==> src/rtl/serial_mux_sched.sv <==
// Round-robin 4:1 byte scheduler onto a single serial line: start bit, two port bits,
// eight data bits MSB first, and a stop slot that can chain further bytes of the same burst.
module serial_mux_sched #(
    parameter int MAX_BURST = 4
) (
    input  logic        clock,
    input  logic        reset,
    input  logic [3:0]  req,
    input  logic [31:0] data_in,
    output logic [3:0]  ack,
    output logic        se_out,
    output logic [1:0]  cur_port,
    output logic        busy
);
    localparam logic [3:0] MAX_B = 4'(MAX_BURST);

    typedef enum logic [2:0] {
        S_IDLE,
        S_START,
        S_P1,
        S_P0,
        S_DATA,
        S_STOP
    } state_t;

    state_t     state_q;
    logic [1:0] cur_port_q;
    logic [1:0] last_grant_q;
    logic [7:0] shreg_q;
    logic [2:0] bitcnt_q;
    logic [3:0] burst_q;

    logic [1:0] win_d;
    logic       grant_d;
    logic       cont_d;

    function automatic logic [1:0] rr_pick(input logic [3:0] r, input logic [1:0] last);
        logic [1:0] pick;
        logic [1:0] idx;
        logic       found;
        pick  = '0;
        found = 1'b0;
        for (int i = 1; i <= 4; i++) begin
            idx = last + 2'(i);
            if (!found && r[idx]) begin
                pick  = idx;
                found = 1'b1;
            end
        end
        return pick;
    endfunction

    // ack is combinational so that it coincides with the cycle whose data_in is captured
    always_comb begin
        win_d   = rr_pick(req, last_grant_q);
        grant_d = !reset && (state_q == S_IDLE) && (req != '0);
        cont_d  = !reset && (state_q == S_STOP) && req[cur_port_q] && (burst_q < MAX_B);
        ack     = '0;
        if (grant_d) begin
            ack[win_d] = 1'b1;
        end else if (cont_d) begin
            ack[cur_port_q] = 1'b1;
        end
        case (state_q)
            S_IDLE:  se_out = 1'b1;
            S_START: se_out = 1'b0;
            S_P1:    se_out = cur_port_q[1];
            S_P0:    se_out = cur_port_q[0];
            S_DATA:  se_out = shreg_q[7];
            S_STOP:  se_out = !cont_d;
            default: se_out = 1'b1;
        endcase
    end

    assign cur_port = cur_port_q;
    assign busy     = (state_q != S_IDLE);

    always_ff @(posedge clock) begin
        if (reset) begin
            state_q      <= S_IDLE;
            cur_port_q   <= '0;
            last_grant_q <= 2'd3;
            shreg_q      <= '0;
            bitcnt_q     <= '0;
            burst_q      <= '0;
        end else begin
            case (state_q)
                S_IDLE: begin
                    if (grant_d) begin
                        shreg_q      <= data_in[{win_d, 3'b000} +: 8];
                        cur_port_q   <= win_d;
                        last_grant_q <= win_d;
                        burst_q      <= 4'd1;
                        state_q      <= S_START;
                    end
                end
                S_START: state_q <= S_P1;
                S_P1:    state_q <= S_P0;
                S_P0: begin
                    bitcnt_q <= '0;
                    state_q  <= S_DATA;
                end
                S_DATA: begin
                    shreg_q  <= {shreg_q[6:0], 1'b0};
                    bitcnt_q <= bitcnt_q + 3'd1;
                    if (bitcnt_q == 3'd7) begin
                        state_q <= S_STOP;
                    end
                end
                S_STOP: begin
                    // a continued byte skips start and port bits
                    if (cont_d) begin
                        shreg_q  <= data_in[{cur_port_q, 3'b000} +: 8];
                        burst_q  <= (burst_q == 4'hF) ? burst_q : burst_q + 4'd1;
                        bitcnt_q <= '0;
                        state_q  <= S_DATA;
                    end else begin
                        state_q <= S_IDLE;
                    end
                end
                default: state_q <= S_IDLE;
            endcase
        end
    end
endmodule

==> config.mk <==
export PLATFORM = sky130hd
export DESIGN_NAME = serial_mux_sched
export DESIGN_NICKNAME = d
export VERILOG_FILES = /design/src/rtl/serial_mux_sched.sv
export SDC_FILE = /design/constraint.sdc
export NUM_CORES = 1
export LEC_CHECK = 0
export CAP_MARGIN = 20
export CORE_UTILIZATION = 30
export CTS_BUF_LIST = sky130_fd_sc_hd__clkbuf_16
export CTS_CLUSTER_DIAMETER = 100
export DETAILED_ROUTE_END_ITERATION = 10
export GPL_ROUTABILITY_DRIVEN = 0
export GPL_TIMING_DRIVEN = 0
export PLACE_DENSITY = 0.52
export SLEW_MARGIN = 20
export SYNTH_ARGS = -nofsm -noshare
export SYNTH_HDL_FRONTEND = slang
export SYNTH_SLANG_ARGS = --single-unit
==> constraint.sdc <==
create_clock -name clock -period 1.91 [get_ports clock]
set_input_delay 0.191 -clock clock [delete_from_list [all_inputs] [get_ports clock]]
set_output_delay 0.191 -clock clock [all_outputs]
set_load 0.02 [all_outputs]
==> reports/results.ini, run 1 <==
[synthesis]
ys_ff_latch = 22
async_flop_share_pct = 0
yosysMostFrequentCell = nand2_1
ys_types = 47
postSynthAreaPerCell_sq_um = 7.50
yosys.area.top_type = dfxtp_1
synth.area.mux_share_pct = 7.17
synthSimpleGateAreaFrac_pct = 27.4
synthAdderAreaFrac_pct = 2.19
synthTopCellsByArea = dfxtp_1, nand2_1, mux2i_1, nor3_1, a21oi_1
synth.net_count = 269
synth_edf_count = 0
synth_compound_area_share_pct = 30.7
synth_top_family_by_area = compound AO/OA/AOI/OAI gates
yosys_warnings = 0
synthXorXnorAreaFrac_pct = 0.512
synth_top_cell_area_share_pct = 25.7
syn_inst = 228
synth_area_sq_um = 1710
yosys-top-cells-count = nand2_1, dfxtp_1, nor3_1, a21oi_1, nor2_1
dominantRegCellSynth = dfxtp_1
yosysSeqAreaShare_pct = 25.7

[cts]
clk_latency_ns = 0.25
tritoncts = built
clock_path_buffers = 2
cts.htree.levels = 1
cts.clk_slew.worst_paths_ns = 0.06
cts_made_buffers = 3
clkSinkCount = 22
cts_root_buf = clkbuf_16

[worst_setup_path]
worst-endpoint-required_ns = 1.72
worstPathArrival_ns = 1.79
end_kind = primary output
critPathMaxFanout = 5
reg2reg_depth = 7
worstSetupPathType = reg2out
rrSetupSlack_ns = 0.02
regToRegStartpoint = cur_port[1]
startpoint_type = flip-flop
r2r-end = shreg_q[5]

[final_layout]
seqCellArea_sq_um = 445
antenna_cells = 0
fin_util_pct = 46.5
final_nets = 329
final_area_sq_um = 2560
areaGrowthSynthToFinish_pct = 49.8
drive_gt1_share_pct = 19.9
multi_input_area_sq_um = 1310
fillerInstances = 555

[global_routing]
grt_pass1_vias = 1751
globalRouteOverflowTotal = 0
antenna_found_initial = 0
grt_start_max_net_pins = 12
grt_pass1_wl_mm = 8.96
grt_usage_pct = 18.6

[sta]
fin_crit_ns = 1.99
setup_viol = 5
fmax_ghz = 0.504
rsz0062_at_grt = yes
fin_ws_ns = -0.0756
fin_skew_ns = 0.00135
worstMarginPinSlew_ns = 0.509
timing.slew.headroom_pct = 66.1
hold_viol_final = 0
drv_slew = 0
post-route-period-util_pct = 104

[floorplan]
die_h_um = 77.5
start_util_pct = 31.1
io_pins = 46
core-area_sq_um = 5510
die_w_um = 77.5
fp.dieArea_sq_um = 6010
rows = 27

[drt]
routed_wirelength_mm = 5.51
vias = 1896
dr.first_iter.drc_count = 63
routedWlPerCell_um = 15.4
drtPass1Iterations = 4
antenna_left = 0
drc = 0
via_per_inst = 5.30

[min_path]
min_path_cells = 3
whs_endpoint = state_q[0]
hp-class = in2reg
hp-start = req[3]

[power_and_ir_drop]
power_density_nw_per_um2 = 761
ir_drop_uv = 401
cellLeakagePower_nw = 1.06
p_total_mw = 1.95

[run_status]
status = finished, violations left
violations = setup timing

[placed_design]
dpl-instance-area_sq_um = 2240
dp_hpwl_mm = 3.81
io_buffers = 43
post-place-ws_ns = -0.904

[flow_run]
maxCapViolCount = 0

==> layout make-up <==
type	instances	share of cell area, %
multi-input combinational	181	51.2
timing repair buffer	58	21.0
sequential	22	17.4
tap	72	3.52
clock buffer	3	2.93
buffer	13	2.69
inverter	9	1.32
==> report_power, final <==
group	leakage (nW)	internal (mW)	switching, mW
Combinational	0.838	0.446	0.489
Clock	0.0370	0.276	0.161
Sequential	0.182	0.537	0.0400
==> through the flow <==
stage | setup TNS, ns | cells | hold slack (ns)
after floorplan | -0.126 | 228 | 0.403
after global placement | -9.77 | 343 | 0.471
after detailed placement | -9.44 | 343 | 0.475
after CTS | -0.319 | 358 | 0.478
after global routing | -1.21 | 358 | 0.502
final | -0.263 | 358 | 0.483
==> cell usage in the layout, fill, tap and decap left out, drive strengths merged, types with 4 or more instances in the layout <==
| cell type | instances |
|---|---|
| buf | 26 |
| mux2i | 10 |
| o31ai | 10 |
| o211ai | 8 |
| nor2b | 10 |
| dfxtp | 22 |
| clkbuf | 10 |
| clkdlybuf4s50 | 36 |
| o21ai | 7 |
| o32ai | 4 |
| nand3 | 9 |
| nand2 | 36 |
| nor2 | 13 |
| a21oi | 15 |
| nor3 | 16 |
| a22oi | 8 |
| inv | 8 |
==> logic make-up (layout without fill, tap and decap cells) <==
family,count (synthesis),in the layout
multiplexers,11,11
AO/OA/AOI/OAI,70,70
flip-flops,22,22
XOR/XNOR,1,1
buffers and inverters,25,83
AND/OR/NAND/NOR,96,96
adder cells (fa/ha/maj),3,3
==> critical path, stage by stage (launching register included) <==
cell and delay, ns:
dfxtp_4 0.35, or3_4 0.38, nand2b_4 0.17, nor2_4 0.10
buf_6 0.15, nand3_4 0.09, o32ai_2 0.12, buf_4 0.18
==> flip-flops by register name, indices dropped and copies added, names as in the netlist <==
name / count
shreg_q: 8
burst_q: 4
bitcnt_q: 3
state_q: 3
cur_port: 2
last_grant_q: 2
==> worst max-delay path by stage <==
stage | from | to | cells past startpoint
floorplan | state_q[1] | ack[0] | 7
global placement | req[1] | ack[0] | 6
detailed placement | req[1] | ack[1] | 8
CTS | state_q[1] | ack[3] | 7
global route | state_q[1] | ack[3] | 7
finish | state_q[1] | ack[3] | 7
==> per-layer routing <==
metal	wire (um)	part of all wire, %	global-route usage, %
met1	2780	50	27.5
met2	2430	44	28.3
met4	42	0.76	4.34
met5	0	0	0
met3	256	4.6	2.35
==> what timing repair did <==
| item | CTS | global route |
|---|---|---|
| endpoints found under the setup margin | 15 | 16 |
| hold endpoints to repair | 0 | 0 |
| resized for setup | 54 | 11 |
| pin swaps | 10 | 6 |
| hold buffers | 0 | 0 |
| setup buffers | 15 | 0 |
(Power assumes the default switching activity.)
==> run 2: changes to the inputs <==
PLACE_DENSITY = 0.6   (was 0.52)
==> reports/results.ini, run 2 (synthesis gave the netlist of run 1 again) <==
[power_and_ir_drop]
power_density_nw_per_um2 = 758  ; -0.36%
ir_drop_uv = 328  ; -18%
cellLeakagePower_nw = 1.06  ; about the same

[worst_setup_path]
critPathMaxFanout = 8  ; +3
startpoint_type = flip-flop
end_kind = primary output
worstSetupPathType = reg2out
worstPathCellList = buf_4 > mux4_2 > nand3_4 > o32ai_4 > buf_4
worst-endpoint-required_ns = 1.72  ; about the same
worstPathArrival_ns = 1.79  ; about the same
slowest_delay_ns = 0.59  ; +0.21 ns
rrSetupSlack_ns = -0.02  ; -0.04 ns
critPathMostFrequentCell = buf_4
worst-path-buf-inv = 2  ; unchanged
critPathSlowestCell = mux4_2
critPathTopFamily = multiplexers

[sta]
drv_slew = 0  ; unchanged
fin_skew_ns = 0.00196  ; +0.000609 ns
hold_viol_final = 0  ; unchanged
setup_viol = 6  ; +1
fin_crit_ns = 1.98  ; -0.00773 ns
timing.slew.headroom_pct = 65.6  ; -0.44 points
fin_ws_ns = -0.0679  ; +0.00773 ns
worstMarginPinSlew_ns = 0.515  ; +0.00666 ns
rsz0062_at_grt = yes
finalSetupTns_ns = -0.290  ; -0.0275 ns
post-route-period-util_pct = 104  ; -0.40 points
fmax_ghz = 0.506  ; +0.39%

[run_status]
violations = setup timing
status = finished, violations left

[drt]
routedWlPerCell_um = 14.4  ; -6.6%
antenna_left = 0  ; unchanged
drc = 0  ; unchanged
routed_wirelength_mm = 5.16  ; -6.3%
via_per_inst = 5.27  ; -0.44%
vias = 1893  ; -0.16%
drtPass1Iterations = 4  ; unchanged
dr.first_iter.drc_count = 160  ; +150%

[cts]
clock_path_buffers = 2  ; unchanged
cts.clk_slew.worst_paths_ns = 0.06  ; about the same
cts_root_buf = clkbuf_16
clkSinkCount = 22  ; unchanged
cts.htree.levels = 1  ; unchanged
tritoncts = built
postCtsHoldBufs = 0  ; unchanged
cts_made_buffers = 3  ; unchanged
clk_latency_ns = 0.25  ; about the same

[global_routing]
antenna_found_initial = 0  ; unchanged
grt_usage_pct = 17.5  ; -1.2 points
grt_pass1_wl_mm = 8.45  ; -5.8%
grt_start_max_net_pins = 12  ; unchanged
grt_pass1_vias = 1774  ; +1.3%
globalRouteOverflowTotal = 0  ; unchanged

[floorplan]
io_pins = 46  ; unchanged
die_h_um = 77.5  ; unchanged
die_w_um = 77.5  ; unchanged
rows = 27  ; unchanged
core-area_sq_um = 5510  ; unchanged
start_util_pct = 31.1  ; unchanged
fp.dieArea_sq_um = 6010  ; unchanged

[final_layout]
stdcell_count = 359  ; +0.28%
final_nets = 330  ; +0.30%
largest_reg_flops = 8  ; unchanged
areaGrowthSynthToFinish_pct = 48.9
fillerInstances = 545  ; -1.8%
final_cell_mix = clkdlybuf4s50_1, nand2_1, buf_4, dfxtp_1, nor3_1
reg_top3 = shreg_q x8, burst_q x4
largest_register = shreg_q
drive_gt1_share_pct = 19.2  ; -0.77 points
antenna_cells = 0  ; unchanged
final_common_cell = clkdlybuf4s50_1

[placed_design]
dp_hpwl_mm = 3.65  ; -4.0%
io_buffers = 43  ; unchanged
dp.cells = 343  ; unchanged

[flow_run]
maxCapViolCount = 0  ; unchanged

[min_path]
hp-class = in2reg

run 2: layout make-up:
type | instances | area (sq um) | area share, %
Sequential cell | 22 | 445 | 17.5
Buffer | 13 | 67.6 | 2.65
Tap cell | 72 | 90.1 | 3.54
Timing Repair Buffer | 59 | 543 | 21.3
Multi-Input combinational cell | 181 | 1290 | 50.7
Inverter | 9 | 33.8 | 1.33
Clock buffer | 3 | 75.1 | 2.95
run 2: timing repair:
action | CTS | global route
pin swaps | 10 | 3
hold endpoints to repair | 0 | 0
resized for setup | 53 | 7
endpoints found under the setup margin | 13 | 15
buffers inserted | 14 | 2
run 2: metrics by stage:
step	worst slack, ns	power (mW)	instance area, sq um	hold WS, ns	util [%]
3_5_place_dp	-0.882	1.35	2240	0.474	40.6
3_3_place_gp	-0.914	1.34	2240	0.472	40.6
5_1_grt	-0.136	2.04	2550	0.493	46.2
4_1_cts	-0.0805	1.91	2500	0.476	45.4
2_1_floorplan	-0.0461	1.09	1720	0.403	-
6_report	-0.0679	1.93	2550	0.480	46.2
run 2: worst paths after layout:
path / start / end / cells after the start
setup / recovery: cur_port[1] / ack[2] / 5
hold / removal: req[3] / state_q[0] / 3
setup reg to reg: cur_port[1] / shreg_q[5] / 7
hold reg to reg: burst_q[0] / burst_q[0] / 1
run 2: report_power, final:
part | switching (mW) | internal (mW)
registers | 0.0407 | 0.537
clock network | 0.159 | 0.277
logic | 0.475 | 0.442
run 2: tightest hold or removal path, stage by stage:
cell and delay, ns:
buf_2 0.19, or4_4 0.18, o311a_1 0.14
run 2: layer usage:
metal / wire length (um) / global-route usage, %
met1: 2510 / 24.5
met2: 2330 / 27.2
met3: 245 / 2.47
met4: 70 / 5.85
met5: 0 / 0
